`config.mk`:
```
export PLATFORM = sky130hd
export DESIGN_NAME = key_step_ctrl
export DESIGN_NICKNAME = d
export VERILOG_FILES = /design/src/rtl/key_step_ctrl.sv
export SDC_FILE = /design/constraint.sdc
export NUM_CORES = 1
export LEC_CHECK = 0
export ABC_AREA = 1
export BUFFER_PORTS_ARGS = -buffer_cell sky130_fd_sc_hd__buf_2
export CAP_MARGIN = 20
export CORE_UTILIZATION = 30
export DETAILED_ROUTE_END_ITERATION = 12
export PLACE_DENSITY = 0.46
export SKIP_CTS_REPAIR_TIMING = 1
export SYNTH_ARGS = -nofsm -noshare
export SYNTH_HDL_FRONTEND = slang
export SYNTH_SLANG_ARGS = --single-unit
```
`constraint.sdc`:
```
create_clock -name clk -period 3.82 [get_ports clk]
set_clock_uncertainty 0.1 [all_clocks]
set_input_delay 0.573 -clock clk [delete_from_list [all_inputs] [get_ports clk]]
set_output_delay 0.573 -clock clk [all_outputs]
set_load 0.05 [all_outputs]
```
`src/rtl/key_step_ctrl.sv`:
```
// Three-channel debounced pushbutton stepper with auto-run on channel 0.
// Define KEY_STEP_COUNT_EN to build the channel-0 step counter; otherwise step_count reads 16'h0000.
module key_step_ctrl #(
    parameter int unsigned DEBOUNCE_CYCLES = 500000,
    parameter int unsigned RUN_DIV         = 5000000
) (
    input  logic        clk,
    input  logic        reset,
    input  logic [2:0]  key_n,
    input  logic        run_en,
    output logic [2:0]  step_pulse,
    output logic [2:0]  key_down,
    output logic        run_active,
    output logic [15:0] step_count
);

    localparam logic [19:0] DEB_LAST = 20'(DEBOUNCE_CYCLES - 1);
    localparam logic [23:0] DIV_LAST = 24'(RUN_DIV - 1);

    typedef enum logic [1:0] {
        IDLE         = 2'd0,
        PRESS_WAIT   = 2'd1,
        PRESSED      = 2'd2,
        RELEASE_WAIT = 2'd3
    } state_t;

    state_t      state_q [3];
    state_t      state_d [3];
    logic [19:0] cnt_q   [3];
    logic [19:0] cnt_d   [3];
    logic [2:0]  sync1_q;
    logic [2:0]  sync2_q;
    logic [2:0]  press;
    logic [2:0]  down_d;
    logic [23:0] div_q;
    logic        auto_tick;

    always_ff @(posedge clk or posedge reset) begin
        if (reset) begin
            sync1_q <= '1;
            sync2_q <= '1;
        end else begin
            sync1_q <= key_n;
            sync2_q <= sync1_q;
        end
    end

    always_ff @(posedge clk or posedge reset) begin
        if (reset) begin
            for (int unsigned i = 0; i < 3; i++) begin
                state_q[i] <= IDLE;
                cnt_q[i]   <= '0;
            end
        end else begin
            for (int unsigned i = 0; i < 3; i++) begin
                state_q[i] <= state_d[i];
                cnt_q[i]   <= cnt_d[i];
            end
        end
    end

    // press[i] marks the PRESS_WAIT->PRESSED edge; registering it gives a pulse aligned with PRESSED
    always_comb begin
        press  = '0;
        down_d = '0;
        for (int unsigned i = 0; i < 3; i++) begin
            state_d[i] = state_q[i];
            cnt_d[i]   = cnt_q[i];
            case (state_q[i])
                IDLE: begin
                    if (!sync2_q[i]) begin
                        state_d[i] = PRESS_WAIT;
                        cnt_d[i]   = '0;
                    end
                end
                PRESS_WAIT: begin
                    if (sync2_q[i]) begin
                        state_d[i] = IDLE;
                    end else if (cnt_q[i] == DEB_LAST) begin
                        state_d[i] = PRESSED;
                        press[i]   = 1'b1;
                    end else begin
                        cnt_d[i] = cnt_q[i] + 20'd1;
                    end
                end
                PRESSED: begin
                    if (sync2_q[i]) begin
                        state_d[i] = RELEASE_WAIT;
                        cnt_d[i]   = '0;
                    end
                end
                RELEASE_WAIT: begin
                    if (!sync2_q[i]) begin
                        state_d[i] = PRESSED;
                    end else if (cnt_q[i] == DEB_LAST) begin
                        state_d[i] = IDLE;
                    end else begin
                        cnt_d[i] = cnt_q[i] + 20'd1;
                    end
                end
                default: state_d[i] = IDLE;
            endcase
            down_d[i] = (state_d[i] == PRESSED) || (state_d[i] == RELEASE_WAIT);
        end
    end

    assign auto_tick = (div_q == DIV_LAST);

    always_ff @(posedge clk or posedge reset) begin
        if (reset) begin
            run_active <= 1'b0;
            div_q      <= '0;
        end else begin
            run_active <= run_en;
            if (!run_active || auto_tick) begin
                div_q <= '0;
            end else begin
                div_q <= div_q + 24'd1;
            end
        end
    end

    // Channel 0 switches to the divider while auto-run is active; its FSM keeps tracking the key
    always_ff @(posedge clk or posedge reset) begin
        if (reset) begin
            step_pulse <= '0;
            key_down   <= '0;
        end else begin
            step_pulse <= {press[2:1], run_active ? auto_tick : press[0]};
            key_down   <= down_d;
        end
    end

`ifdef KEY_STEP_COUNT_EN
    logic [15:0] count_q;

    always_ff @(posedge clk or posedge reset) begin
        if (reset) begin
            count_q <= '0;
        end else if (step_pulse[0]) begin
            count_q <= count_q + 16'd1;
        end
    end

    assign step_count = count_q;
`else
    assign step_count = '0;
`endif

endmodule

```
# ---- Word-level counts from Yosys, hierarchy flattened
# Cells that the tools add are included.
dict set report word_totals {
  ff_bits 103
  latchBits 0
  ram_bits 0
  rom_bits 0
  inputBits 6
  out_inout_bits 23
  wordCells 108
  mem_count 0
}
dict set report op_classes {
  add_sub_neg 4
  multipliers 0
  div_mod_pow 0
  n_lt_le_gt_ge 0
  n_eq_ne 31
  n_shift 0
  n_mux 50
  bitwise_logic 0
  reduce_logical 11
}
# cell count
set op_table {}
lappend op_table {{20-bit 2-to-1 mux} 15}
lappend op_table {{20-bit case mux with 4 select lines} 3}
lappend op_table {{20-bit by 1-bit adder with 20-bit output, second input constant} 3}
lappend op_table {{20-bit by 19-bit equality test with 1-bit output, second input constant} 3}
lappend op_table {{2-bit 2-to-1 mux} 18}
lappend op_table {{24-bit by 1-bit adder with 24-bit output, second input constant} 1}
lappend op_table {{2-bit equality test, second input constant} 12}
lappend op_table {{24-bit by 23-bit equality test with 1-bit output, second input constant} 1}
lappend op_table {{24-bit 2-to-1 mux} 1}
lappend op_table {{2-bit inequality test, second input constant} 12}
lappend op_table {{2-bit case mux with 4 select lines} 3}
lappend op_table {{4-bit AND reduction} 3}
lappend op_table {{1-bit 2-to-1 mux} 10}
lappend op_table {{2-bit by 1-bit equality test with 1-bit output, second input constant} 3}
lappend op_table {{2-bit logical NOT} 3}
lappend op_table {{1-bit logical OR} 4}
lappend op_table {{1-bit logical NOT} 1}

# ---- Longest topological paths before layout
dict set report logic_depth {
  word_depth 6
  ltp_mapped 11
  ltp_nobuf 9
}

# ---- Worst setup path before layout
# Ideal clock, no wire load.
dict set report synth_path {
  path_kind {register to register}
  start {register cnt_q[0] (netlist bit)}
  end {register cnt_q[17] (netlist bit)}
  setup_time_ps 65
  arrival_time_ps 1527
  required_ps 3655
  path_slack_ps 2128
  path_stages_with_launch 12
  period_less_slack_ps 1692
  path_cell_list {dfrtp_1 -> ha_1 -> buf_2 -> nand2_2 -> inv_2 -> nand4_2 -> nor2_4 -> nor2_2 -> buf_6 -> buf_6 -> nand4_1 -> nand2_1}
}
dict set report synth_between {
  elab_chain_len 4
  word_cells_on_any_way 6
}
# item line_no
set synth_rtl {}
lappend synth_rtl {{start, declared} 29} ;# logic [19:0] cnt_q [3];
lappend synth_rtl {{start signal, assigned by index} 57} ;# cnt_q[i] <= cnt_d[i];
lappend synth_rtl {{20-bit by 1-bit adder with 20-bit output or 20-bit by 19-bit equality test with 1-bit output (tied branches)} --}
lappend synth_rtl {{20-bit 2-to-1 mux (*)} {79, 95}}
lappend synth_rtl {{20-bit 2-to-1 mux (on tied branches)} {93, 77}}
lappend synth_rtl {{20-bit case mux with 4 select lines (*)} 69} ;# case (state_q[i])
# Every way passes the cells marked *; elsewhere a longest branch is shown, timed or not. The select of a mux whose other input is x is not followed.
# A chain may end at the register's enable or synchronous reset.

# ---- Worst setup path in the final report
dict set report layout_path {
  start {register cnt_q[20] (netlist bit)}
  end {register cnt_q[28] (netlist bit)}
}
# The elaborated chain is that of the path after synthesis.

==> results by group <==
Setup path
  • Slowest CP cell: nand2_2
  • CP Capture Type: flop
  • Slowest stage delay, CP: 460 ps
  • Critical Path AT: 2330 ps
  • Reg2Reg Setup Slack: 1630 ps
  • Reg2Reg Depth: 8
  • Startpoint types: flop
  • Crit Path Class: reg2reg
  • Max FO, Critical Path: 34
  • FF-to-FF End: cnt_q[28]$_DFFE_PP0P_
  • CP most frequent cell: nand3_1
  • Crit path cell chain: ha_1, nand3_1, nor2_1, nand3_1, nand2_2, inv_2, nand3_1, o21ai_0
  • Worst R2R Start: cnt_q[20]$_DFFE_PP0P_
  • Worst Path Required: 3960 ps

Placed design
  • GP Congestion: 0.804
  • # port buffers: 12
  • DPL Wire Length: 10300 µm
  • Post-placement setup slack: 1620 ps

Timing
  • Slew @ Worst Pin: 696 ps
  • Final setup vio count: 0
  • Relative slew margins: 0.536
  • Final min period: 2190 ps
  • Hold Violations, Final: 0
  • Final setup margin: 1630 ps
  • Max Slew Vio Count: 0
  • Setup TNS: 0 ps
  • Period utilization: 0.573
  • RSZ-0062 raised after global routing: no
  • Max frequency: 457 MHz

Synth
  • Mux contribution to synthesized area: 0.00323
  • Post-Synth XOR/XNOR Area: 0.0438
  • Synth Area in Adders: 0.00807
  • Post-synthesis cell count: 861
  • #FFs+latches synth: 101
  • Yosys top cell by area: dfrtp_1
  • Synth area leaders: dfrtp_1 38%, nand2_1 16%, nor2_1 7.4%
  • Simple-Gate Fraction of Synth Area: 0.388
  • Top_reg_cell synth: dfrtp_1
  • Largest family of logic cells by synthesized area: simple AND/OR/NAND/NOR gates
  • Syn Area/Cell: 7.20 µm²
  • Number of synthesized flops with an enable pin: 0
  • Ys async rst share: 1.00
  • Proportion of synthesized chip area in sequential cells: 0.409
  • Share of the synthesized area in the top cell type: 0.383
  • Compound-Gate Fraction of Synth Area: 0.0583
  • Synth warnings: 0
  • Synth Cell Area: 0.00620 mm²
  • Cell variety after synth: 36

Pwr
  • Sequential share of power: 0.503
  • Clk pwr share: 0.431
  • Switching Share: 0.262
  • Int Pwr: 1.63 mW
  • Peak supply drop: 0.000183 V
  • Power per cell area: 328 mW/mm²
  • Switching pwr: 581 µW
  • Combinational Power Share: 0.066
  • Leakage dissipation: 2.74 nW

Drt
  • Drc violations: 0
  • Pre-antenna DRT Iters: 7
  • Drt via density: 4.51
  • Via count: 5150
  • Drt initial violations: 328
  • Mean routed wirelength per cell: 12.4 µm
  • Antenna viol nets, final: 0
  • Detailed Route WL: 14200 µm

Layout
  • Area growth, synth to finish: 8.68%
  • Number of diodes: 0
  • Commonest cells after routing, fill and taps aside: 266 x nand2_1, 123 x nor2_1, 95 x dfrtp_1
  • Final net count: 877
  • Commonest non-fill, non-tap cell in the layout: nand2_1
  • Layout cells sized above 1: 0.0906

Die
  • Full die area: 0.0212 mm²
  • Core Area: 0.0202 mm²
  • Initial Util: 0.306
  • # rows: 52
  • Chip height: 146 µm
  • Ports: 29
  • Width of the chip: 146 µm

Clock tree
  • Clock buffer count from CTS: 9
  • CTS tree: yes
  • H-tree levels: 3
  • Reg clk slew, reported paths: 70 ps
  • CTS sink count: 101
  • Clock Latency Late Sink: 360 ps
  • Root Buffer: clkbuf_16
  • Clock tree buffer depth: 2

Min path
  • Hold path start: run_en
  • HP Class: in2reg
  • Hold depth: 1
  • Hold EP: run_active$_DFF_PP0_

Global routing
  • First-pass GRT wire length: 24100 µm
  • Vias in the first global route: 4714
  • Grt ovf: 0
  • Largest net degree at the start of global routing: 55
  • Overall routing resource usage: 0.141
  • Initial antenna violation count: 0

Job
  • Max capacitance violation total: 0

Status
  • Status: finished clean
-- Yosys cell counts (2+ instances only) --
master / instances
a21oi_1: 2
and2_1: 5
buf_2: 4
buf_4: 23
buf_6: 5
clkbuf_1: 4
dfrtp_1: 95
dfstp_2: 6
ha_1: 4
inv_1: 69
inv_2: 6
mux2i_1: 2
nand2_1: 266
nand2_2: 5
nand3_1: 74
nand3_2: 5
nand3b_1: 10
nand4_1: 25
nor2_1: 123
nor2_2: 8
nor2_4: 3
nor3_1: 10
o21ai_0: 27
o21ai_1: 20
o21ai_2: 3
o21bai_1: 12
or2_2: 7
xnor2_1: 7
xor2_1: 24
-- worst max-delay path, delay by kind of cell (launching register included) --
kind,cells,cell delay (ps)
buffers and inverters,1,160
AO/OA/AOI/OAI,1,80
adder cells (fa/ha/maj),1,310
flip-flops,1,440
AND/OR/NAND/NOR,5,970
-- flip-flops by register name, summed over array words and instances (netlist names) --
name and count:
step_pulse 3, cnt_q 60, sync2_q 3, div_q 24, sync1_q 3, state_q 4, key_down 3, run_active 1
-- cell type report --
cell class | count | area (µm²)
repair buffers | 17 | 110
flip-flops and latches | 101 | 2530
well taps | 270 | 338
clock buffers | 10 | 229
multi-input cells | 663 | 3170
inverters | 75 | 284
fillers | 2188 | 13500
clock inverters | 6 | 70.1
-- per-stage QoR --
step | cells | area [µm²] | hold slack [ps] | total power [mW] | utilization
floorplan | 876 | 6260 | 245 | 1.27 | -
global placement | 1126 | 6440 | 246 | 1.28 | 0.318
detailed placement | 1126 | 6440 | 247 | 1.28 | 0.318
CTS | 1142 | 6740 | 198 | 2.26 | 0.333
global route | 1142 | 6740 | 196 | 2.32 | 0.333
finish | 1142 | 6740 | 216 | 2.21 | 0.333
-- routing by layer --
layer	global-route usage	vias to the layer above	share of wire
met2	0.209	73	0.43
met4	0.0453	0	0.013
met3	0.0257	14	0.032
met1	0.205	2344	0.52
met5	0	-	0
li1	-	2719	-
-- power by group through the flow --
stage / sequential (mW) / clock, mW / combinational (mW)
finish: 1.11 / 0.954 / 0.145
global route: 1.12 / 1.04 / 0.166
CTS: 1.11 / 0.998 / 0.150
detailed placement: 1.13 / 0 / 0.149
global placement: 1.13 / 0 / 0.150
floorplan: 1.13 / 0 / 0.133
-- cell families (layout without fill, tap and decap cells) --
group | after synthesis | after routing
AND/OR/NAND/NOR | 546 | 546
buffers and inverters | 112 | 108
adder cells (fa/ha/maj) | 4 | 4
multiplexers | 2 | 2
flip-flops | 101 | 101
AO/OA/AOI/OAI | 64 | 64
XOR/XNOR | 31 | 31
other | 1 | 16
-- worst max path at each step --
| stage | endpoint | startpoint | slack, ps | cells past startpoint |
|---|---|---|---|---|
| final | cnt_q[28]$_DFFE_PP0P_ | cnt_q[20]$_DFFE_PP0P_ | 1630 | 8 |
| after global routing | cnt_q[20]$_DFFE_PP0P_ | cnt_q[20]$_DFFE_PP0P_ | 1360 | 8 |
| after CTS | cnt_q[28]$_DFFE_PP0P_ | cnt_q[20]$_DFFE_PP0P_ | 1600 | 8 |
| after detailed placement | cnt_q[28]$_DFFE_PP0P_ | cnt_q[20]$_DFFE_PP0P_ | 1620 | 8 |
| after global placement | cnt_q[28]$_DFFE_PP0P_ | cnt_q[20]$_DFFE_PP0P_ | 1690 | 8 |
| after floorplan | cnt_q[0]$_DFFE_PP0P_ | reset | 510 | 1 |
No activity file was read; power rests on OpenSTA's default activity.
